===== config.mk =====
export PLATFORM = sky130hd
export DESIGN_NAME = channel_scan_mux
export DESIGN_NICKNAME = d
export VERILOG_FILES = /design/src/rtl/channel_scan_mux.sv
export SDC_FILE = /design/constraint.sdc
export NUM_CORES = 1
export LEC_CHECK = 0
export CORE_ASPECT_RATIO = 1.75
export CORE_MARGIN = 2
export CORE_UTILIZATION = 39
export CTS_CLUSTER_DIAMETER = 120
export DETAILED_ROUTE_END_ITERATION = 8
export GPL_TIMING_DRIVEN = 0
export PLACE_DENSITY = 0.9
export SLEW_MARGIN = 10
export SYNTH_ARGS = -nofsm -noshare
export SYNTH_HDL_FRONTEND = slang
export SYNTH_SLANG_ARGS = --single-unit

===== constraint.sdc =====
create_clock -name clk_i -period 3.65 [get_ports clk_i]
set_input_delay 0.73 -clock clk_i [delete_from_list [all_inputs] [get_ports clk_i]]
set_output_delay 0.73 -clock clk_i [all_outputs]
set_load 0.02 [all_outputs]

===== src/rtl/channel_scan_mux.sv =====
// Scans CHANNELS packed WIDTH-bit inputs onto one registered output.
// Supports wrap, bounce, one-shot and hold stepping, a skip mask and a pointer load.
module channel_scan_mux #(
    parameter int WIDTH    = 8,
    parameter int CHANNELS = 8,
    localparam int IDX_W   = (CHANNELS > 1) ? $clog2(CHANNELS) : 1
) (
    input  logic                      clk_i,
    input  logic                      clr_i,
    input  logic                      en_i,
    input  logic                      ud_i,
    input  logic [1:0]                mode_i,
    input  logic                      load_i,
    input  logic [IDX_W-1:0]          load_idx_i,
    input  logic [CHANNELS-1:0]       skip_i,
    input  logic [CHANNELS*WIDTH-1:0] data_in_i,
    output logic [WIDTH-1:0]          data_out_o,
    output logic [IDX_W-1:0]          ch_idx_o,
    output logic                      valid_o,
    output logic                      tc_o,
    output logic                      done_o
);

    localparam logic [1:0] MODE_WRAP    = 2'b00;
    localparam logic [1:0] MODE_BOUNCE  = 2'b01;
    localparam logic [1:0] MODE_ONESHOT = 2'b10;
    localparam logic [1:0] MODE_HOLD    = 2'b11;
    localparam int PAD = 1 << IDX_W;

    // Pad to a power of two so every pointer value indexes a real element;
    // padding channels read as masked and are never reached.
    logic [WIDTH-1:0] data_arr [PAD];
    logic [PAD-1:0]   skip_pad;

    genvar gi;
    generate
        for (gi = 0; gi < PAD; gi++) begin : g_unpack
            if (gi < CHANNELS) begin : g_real
                assign data_arr[gi] = data_in_i[gi*WIDTH +: WIDTH];
            end else begin : g_pad
                assign data_arr[gi] = '0;
            end
        end
    endgenerate

    always_comb begin
        skip_pad = '1;
        skip_pad[CHANNELS-1:0] = skip_i;
    end

    logic [IDX_W-1:0] ptr_q, ptr_d;
    logic             dir_q, dir_d;
    logic [WIDTH-1:0] data_q, data_d;
    logic [IDX_W-1:0] idx_q, idx_d;
    logic             valid_q, valid_d;
    logic             tc_q, tc_d;
    logic             done_q, done_d;

    logic [IDX_W-1:0] hi_idx, lo_idx, next_ptr, load_clamped;
    logic             step_dir, turn_dir, cur_masked, at_end, found;
    int               cand;

    always_comb begin
        hi_idx = '0;
        lo_idx = '0;
        for (int k = 0; k < CHANNELS; k++) begin
            if (!skip_i[k]) hi_idx = IDX_W'(k);
        end
        for (int k = CHANNELS - 1; k >= 0; k--) begin
            if (!skip_i[k]) lo_idx = IDX_W'(k);
        end
    end

    assign step_dir   = (mode_i == MODE_BOUNCE) ? dir_q : ud_i;
    assign cur_masked = skip_pad[ptr_q];
    assign at_end     = !cur_masked && (step_dir ? (ptr_q == hi_idx) : (ptr_q == lo_idx));
    // Bounce turns on the endpoint edge so the endpoint is not sampled twice.
    assign turn_dir   = ((mode_i == MODE_BOUNCE) && at_end) ? ~step_dir : step_dir;

    always_comb begin
        next_ptr = ptr_q;
        found    = 1'b0;
        cand     = 0;
        for (int k = 1; k <= CHANNELS; k++) begin
            cand = turn_dir ? (int'(ptr_q) + k) : (int'(ptr_q) - k);
            if (cand >= CHANNELS)
                cand = cand - CHANNELS;
            else if (cand < 0)
                cand = cand + CHANNELS;
            if (!found && !skip_pad[cand[IDX_W-1:0]]) begin
                next_ptr = cand[IDX_W-1:0];
                found    = 1'b1;
            end
        end
    end

    assign load_clamped = ({1'b0, load_idx_i} >= (IDX_W+1)'(CHANNELS))
                        ? IDX_W'(CHANNELS - 1) : load_idx_i;

    always_comb begin
        ptr_d   = ptr_q;
        dir_d   = (mode_i == MODE_BOUNCE) ? dir_q : ud_i;
        data_d  = data_q;
        idx_d   = idx_q;
        valid_d = 1'b0;
        tc_d    = 1'b0;
        done_d  = done_q;
        if (load_i) begin
            ptr_d  = load_clamped;
            done_d = 1'b0;
        end else if (en_i) begin
            if (mode_i == MODE_HOLD) begin
                data_d  = data_arr[ptr_q];
                idx_d   = ptr_q;
                valid_d = ~cur_masked;
            end else if (!done_q) begin
                data_d  = data_arr[ptr_q];
                idx_d   = ptr_q;
                valid_d = ~cur_masked;
                tc_d    = at_end;
                if ((mode_i == MODE_ONESHOT) && at_end)
                    done_d = 1'b1;
                else
                    ptr_d = next_ptr;
                if (mode_i == MODE_BOUNCE)
                    dir_d = turn_dir;
            end
        end
    end

    always_ff @(posedge clk_i) begin
        if (clr_i) begin
            ptr_q   <= '0;
            dir_q   <= 1'b1;
            data_q  <= '0;
            idx_q   <= '0;
            valid_q <= 1'b0;
            tc_q    <= 1'b0;
            done_q  <= 1'b0;
        end else begin
            ptr_q   <= ptr_d;
            dir_q   <= dir_d;
            data_q  <= data_d;
            idx_q   <= idx_d;
            valid_q <= valid_d;
            tc_q    <= tc_d;
            done_q  <= done_d;
        end
    end

    assign data_out_o = data_q;
    assign ch_idx_o   = idx_q;
    assign valid_o    = valid_q;
    assign tc_o       = tc_q;
    assign done_o     = done_q;

endmodule


* Word level (Yosys, flattened, before mapping)
Index checks and enable logic that the tools add are counted.
** Word-level totals
- Register bits :: 18
- Input port bits :: 82
- Output and inout port bits :: 14
- Word-level logic and storage cells :: 208
** Cells by class
- $add $sub $neg :: 32
- $lt $le $gt $ge :: 26
- Eq/ne operators :: 10
- Multiplexer cells :: 96
- Bitwise logic cells :: 6
- Reductions and logical operators :: 31
** Operator list (number)
- $ge 32x5->1 const B :: 8
- $lt 32x1->1 const B :: 8
- $mux 32 :: 8
- $mux 3 :: 45
- $lt 3x4->1 const B :: 9
- $mux 8 :: 4
- $mux 1 :: 29
- $bmux 1 s3 :: 9
- $add 3x1->3 const B :: 8
- $bmux 8 s3 :: 1
- $sub 3x1->3 const B :: 8
- $add 3x3->4 const B :: 4
- $sub 3x3->4 const B :: 4
- $logic_not 1->1 :: 14
- $logic_and 1x1->1 :: 10
- $ne 9x2->1 const B :: 1
- $add 3x2->4 const B :: 2
- $sub 3x2->4 const B :: 2
- $eq 3x3->1 :: 2
- $ne 2x2->1 const B :: 3
- $add 3x4->5 const B :: 1
- $not 1->1 :: 5
- $reduce_and 5->1 :: 1
- $reduce_or 5->1 :: 1
- 13 further kinds :: 14

* Depth between registers and ports, before layout
- Word-level depth :: 45
- Gate-level depth with buffers :: 13
- Gate-level depth less buffers :: 13

* Worst setup path before layout
OpenSTA, ideal clock, no wires.
- Path kind :: input to register
- From :: input mode_i[0]
- To :: register ptr_q[0]
- Library setup time :: 0.088 ns
- Arrival time :: 3.861 ns
- Data required time :: 3.562 ns
- Slack :: -0.299 ns
- Stages on the path :: 13
- Path buffers :: 0
- Cells stage by stage :: nor2b_2 -> o21a_2 -> nor4_1 -> nor4_2 -> o211a_1 -> nor3b_4 -> mux2i_1 -> xnor2_2 -> mux2i_1 -> nand3_2 -> o211ai_2 -> o21ai_1 -> a311oi_2
** On the way
- Cells in the longest elaborated chain, start to end :: 38
- Elaborated cells on any way between the ends :: 126
- Classes of those cells :: 16 x add/sub; 16 x order compare; 6 x eq/ne; 63 x mux; 1 x bitwise; 24 x reduce/logical
** RTL lines
- from (decl) :: RTL line 12 : input logic [1:0] mode_i,
- $eq 2x1->1 :: RTL line 74, 78
- $mux 1 :: RTL line 74 : assign step_dir = (mode_i == MODE_BOUNCE) ? dir_q : ud_i;
- $mux 1 :: RTL line 76 : assign at_end = !cur_masked && (step_dir ? (ptr_q == hi_idx) : (ptr_q == lo_idx));
- $logic_and 1x1->1 :: RTL line 76
- $logic_and 1x1->1 :: RTL line 78 : assign turn_dir = ((mode_i == MODE_BOUNCE) && at_end) ? ~step_dir : step_dir;
- $mux 1 :: RTL line 78
- $mux 32 :: RTL line 85 : cand = turn_dir ? (int'(ptr_q) + k) : (int'(ptr_q) - k);
- $lt 32x1->1 or $add 3x1->3 (tied branches) :: RTL line 88, 89
- [22 not listed]
- $logic_not 1->1 :: RTL line 90 : if (!found && !skip_pad[cand[IDX_W-1:0]]) begin
- $logic_and 1x1->1 :: RTL line 90
- $mux 3 :: RTL line 90
- $mux 3 :: RTL line 121 : if ((mode_i == MODE_ONESHOT) && at_end)
- $mux 3 :: RTL line 116 : end else if (!done_q) begin
- $mux 3 :: RTL line 112 : if (mode_i == MODE_HOLD) begin
- $mux 3 :: RTL line 111 : end else if (en_i) begin
- $mux 3 :: RTL line 108 : if (load_i) begin
- to (signal assigned) :: RTL line 141 : ptr_q <= ptr_d;
- to (decl) :: RTL line 51 : logic [IDX_W-1:0] ptr_q, ptr_d;
Parallel ways exist; a longest one is shown, timed or not. The select of a mux whose other input is x is not followed.
A chain may end at the register's enable or synchronous reset.

* Worst setup path after layout
- From :: input mode_i[1]
- To :: register ptr_q[0]
The elaborated chain is that of the path after synthesis.

==> results.cfg <==
[clock_tree]
cts-buffers-inserted = 3
cts_sinks = 18
htree_levels = 1
clockBufferDepth = 2
clock_latency_ns = 0.25
clock-root-buffer = clkbuf_8
clkTransAtPathRegs_ns = 0.07
cts_tree = built
hold_buffers = 0

[sta]
whs_ns = 0.459
rsz0062_at_grt = true
post-route-period-util_pct = 110
finalSetupTns_ns = -0.863
slew_viol_final = 0
finalHoldViolCount = 0
timing.slew.headroom_pct = 50.3
layout_setup_ws_ns = -0.351
worst_pin_slew_ns = 0.745
period_minus_slack_ns = 4.00
fmax_mhz = 250
setup_viol_count_final = 3
skew_ns = 0.00708

[synthesis]
yosys_warnings = 0
ys.flop_type = dfxtp_1
ys_ff_latch = 18
netlist_instances = 271
syn_nets = 355
yosysUniqueCellTypes = 58
synth_area_leader_cell = mux2i_1
synth_top_cell_area_share_pct = 19.4
syn_avg_cell_area_um2 = 8.20
seq_area_frac_synth_pct = 16.2
synthArstFlopShare_pct = 0
synth_edf_count = 0
synth.top_cells.by_area = mux2i_1 19%, dfxtp_1 16%, mux4_2 6.1%
netlist_area_um2 = 2220

[setup_path]
cp.required_ns = 3.80
crit_start = mode_i[1]
arrival_ns = 4.15
crit_path_start_kind = input pin
worstSetupPathType = in2reg
reg2reg_from = ptr_q[0]$_SDFFE_PP0P_
crit_fanout = 5
crit_path_end_kind = register

[floorplanning]
num_io_pins = 96
fp.dieH_um = 104
coreArea_um2 = 5540
dieArea_um2 = 6340
initial_core_util_pct = 40.1
rows = 36
fp.dieW_um = 61.1

[final_layout]
fillers = 397
seqCellArea_um2 = 360
final_util_pct = 71.9
syn_to_final_growth_pct = 79.2
fin_nets = 493
antenna_cells = 0
multi_input_comb_area_um2 = 2140
layout-drive-gt1-share_pct = 30.9

[route]
first_pass_iters = 5
vias = 2824
drt-total-wl_um = 8540
post_drt_wl_per_cell_um = 17.6
ant_nets = 0
drc = 0
drt_iter0_markers = 137
drt-vias-per-instance = 5.83

[worst_hold_path]
holdCritPathClass = reg2reg
min_from = ch_idx_o[2]$_SDFFE_PP0P_

[grt]
grt_overflow = 0
grt_util_all_layers_pct = 26.5
grt_start_max_net_pins = 11
grt_pass1_wl_um = 13100
antenna_found_initial = 0
first_global_vias = 2933

[status]
outcome = finished, violations left
violations = setup timing

[flow_run]
drv_cap = 0

[pwr]
swShare_pct = 41.5
p_switching_mw = 0.689
clkPwrFrac_pct = 9.8
p_leak_nw = 1.54
internal_power_mw = 0.969
power_density_nw_per_um2 = 416
pwr-share-seq_pct = 13.4
irDropWorstVdd_mv = 0.246
p_comb_share_pct = 76.9

[placed_design]
portBuffers = 94
gp_congestion = 0.915
post-place-ws_ns = -1.29
dp_hpwl_um = 6000
==> cell usage in the layout, fill, tap and decap left out, types with 2 or more instances in the layout <==
master           instances
clkbuf_8                 4
a2bb2oi_2                3
o21ai_1                  2
buf_1                    2
buf_4                   32
nand3_1                  4
mux2i_1                 31
clkbuf_1                 6
o211a_1                  5
buf_6                    8
nand2b_1                 3
nor3_1                  18
inv_1                    9
buf_2                   10
nand2_1                 26
o21ai_0                  2
nor2_2                   3
a21oi_2                  3
xor2_4                   2
nand3b_1                 2
mux2i_2                  3
clkdlybuf4s50_1         83
nor4_4                   4
mux2_2                   7
mux4_2                   6
ha_1                     2
a31oi_1                  2
dfxtp_1                 18
xnor2_4                  4
nor2_1                  23
mux2i_4                 10
a21oi_1                 13
o22ai_1                 15
a311oi_2                 2
==> synth_stat cells, drive strengths merged (3+ instances only) <==
master / instances
clkbuf: 8
mux2i: 44
buf: 4
nand2b: 3
nor3: 19
o211a: 5
xnor2: 6
dfxtp: 18
a311oi: 3
mux4: 6
mux2: 8
nand3: 6
a21oi: 16
nor2: 26
inv: 10
o21ai: 6
nand2: 27
nor4: 4
a2bb2oi: 4
o22ai: 16
==> worst max-delay path, cell delays in order <==
cell,delay (ns)
buf_8,0.10
nand3b_1,0.25
o21a_4,0.20
o211a_1,0.14
nor4_4,0.41
nor4_4,0.10
nor3b_4,0.25
buf_12,0.19
xor2_4,0.27
mux2i_4,0.35
mux2i_4,0.13
buf_4,0.16
a32o_2,0.22
or3_1,0.32
a311oi_2,0.32
==> worst paths after layout <==
| path | end | slack (ns) | cells past startpoint |
|---|---|---|---|
| min | ch_idx_o[2]$_SDFFE_PP0P_ | 0.46 | 2 |
| max reg2reg | ptr_q[0]$_SDFFE_PP0P_ | -0.28 | 14 |
| min reg2reg | ch_idx_o[2]$_SDFFE_PP0P_ | 0.46 | 2 |
| max | ptr_q[0]$_SDFFE_PP0P_ | -0.35 | 15 |
==> flip-flops by register name, indices dropped and copies added (netlist names) <==
register and cells:
data_out_o 8, ch_idx_o 3, valid_o 1, ptr_q 3, done_o 1, tc_o 1, dir_q 1
==> power groups by stage <==
stage,Clock [mW],Combinational (mW),Sequential (mW)
3_3_place_gp,0,0.798,0.225
2_1_floorplan,0,0.568,0.236
5_1_grt,0.170,1.34,0.223
4_1_cts,0.160,1.12,0.221
6_report,0.162,1.27,0.222
3_5_place_dp,0,0.813,0.225
==> routing by layer <==
metal / up-vias / global-route usage (%) / share of wire [%]
li1: 1311 / - / -
met1: 1345 / 26.2 / 33
met2: 124 / 48.2 / 56
met3: 44 / 4.23 / 5.1
met4: 0 / 14.8 / 6.1
met5: - / 0 / 0
==> cells by family after synthesis <==
logic type | count (synthesis) | synth area share [%]
AO/OA/AOI/OAI | 66 | 21.7
buffers and inverters | 23 | 4.34
flip-flops | 18 | 16.2
XOR/XNOR | 8 | 4.84
adder cells (fa/ha/maj) | 2 | 1.13
AND/OR/NAND/NOR | 96 | 21.6
multiplexers | 58 | 30.1
==> per-stage QoR <==
step | area [um^2] | instances | power (mW)
after global routing | 3980 | 484 | 1.74
after detailed placement | 3300 | 441 | 1.04
after global placement | 3300 | 441 | 1.02
final | 3980 | 484 | 1.66
after floorplan | 2270 | 271 | 0.804
after CTS | 3810 | 476 | 1.50
==> final cells by class <==
| type | count | share of cell area (%) |
|---|---|---|
| buffer | 12 | 1.41 |
| tap | 76 | 2.39 |
| timing repair buffer | 133 | 31.0 |
| multi-input combinational | 230 | 53.6 |
| clock buffer | 4 | 1.38 |
| sequential | 18 | 9.05 |
| inverter | 11 | 1.13 |
==> repair_timing <==
action | in CTS | in global routing
endpoints found under the setup margin | 3 | 3
buffers inserted | 31 | 8
pin swaps | 24 | 16
gates resized for setup | 86 | 19
Power figures use the tool's default switching activity.
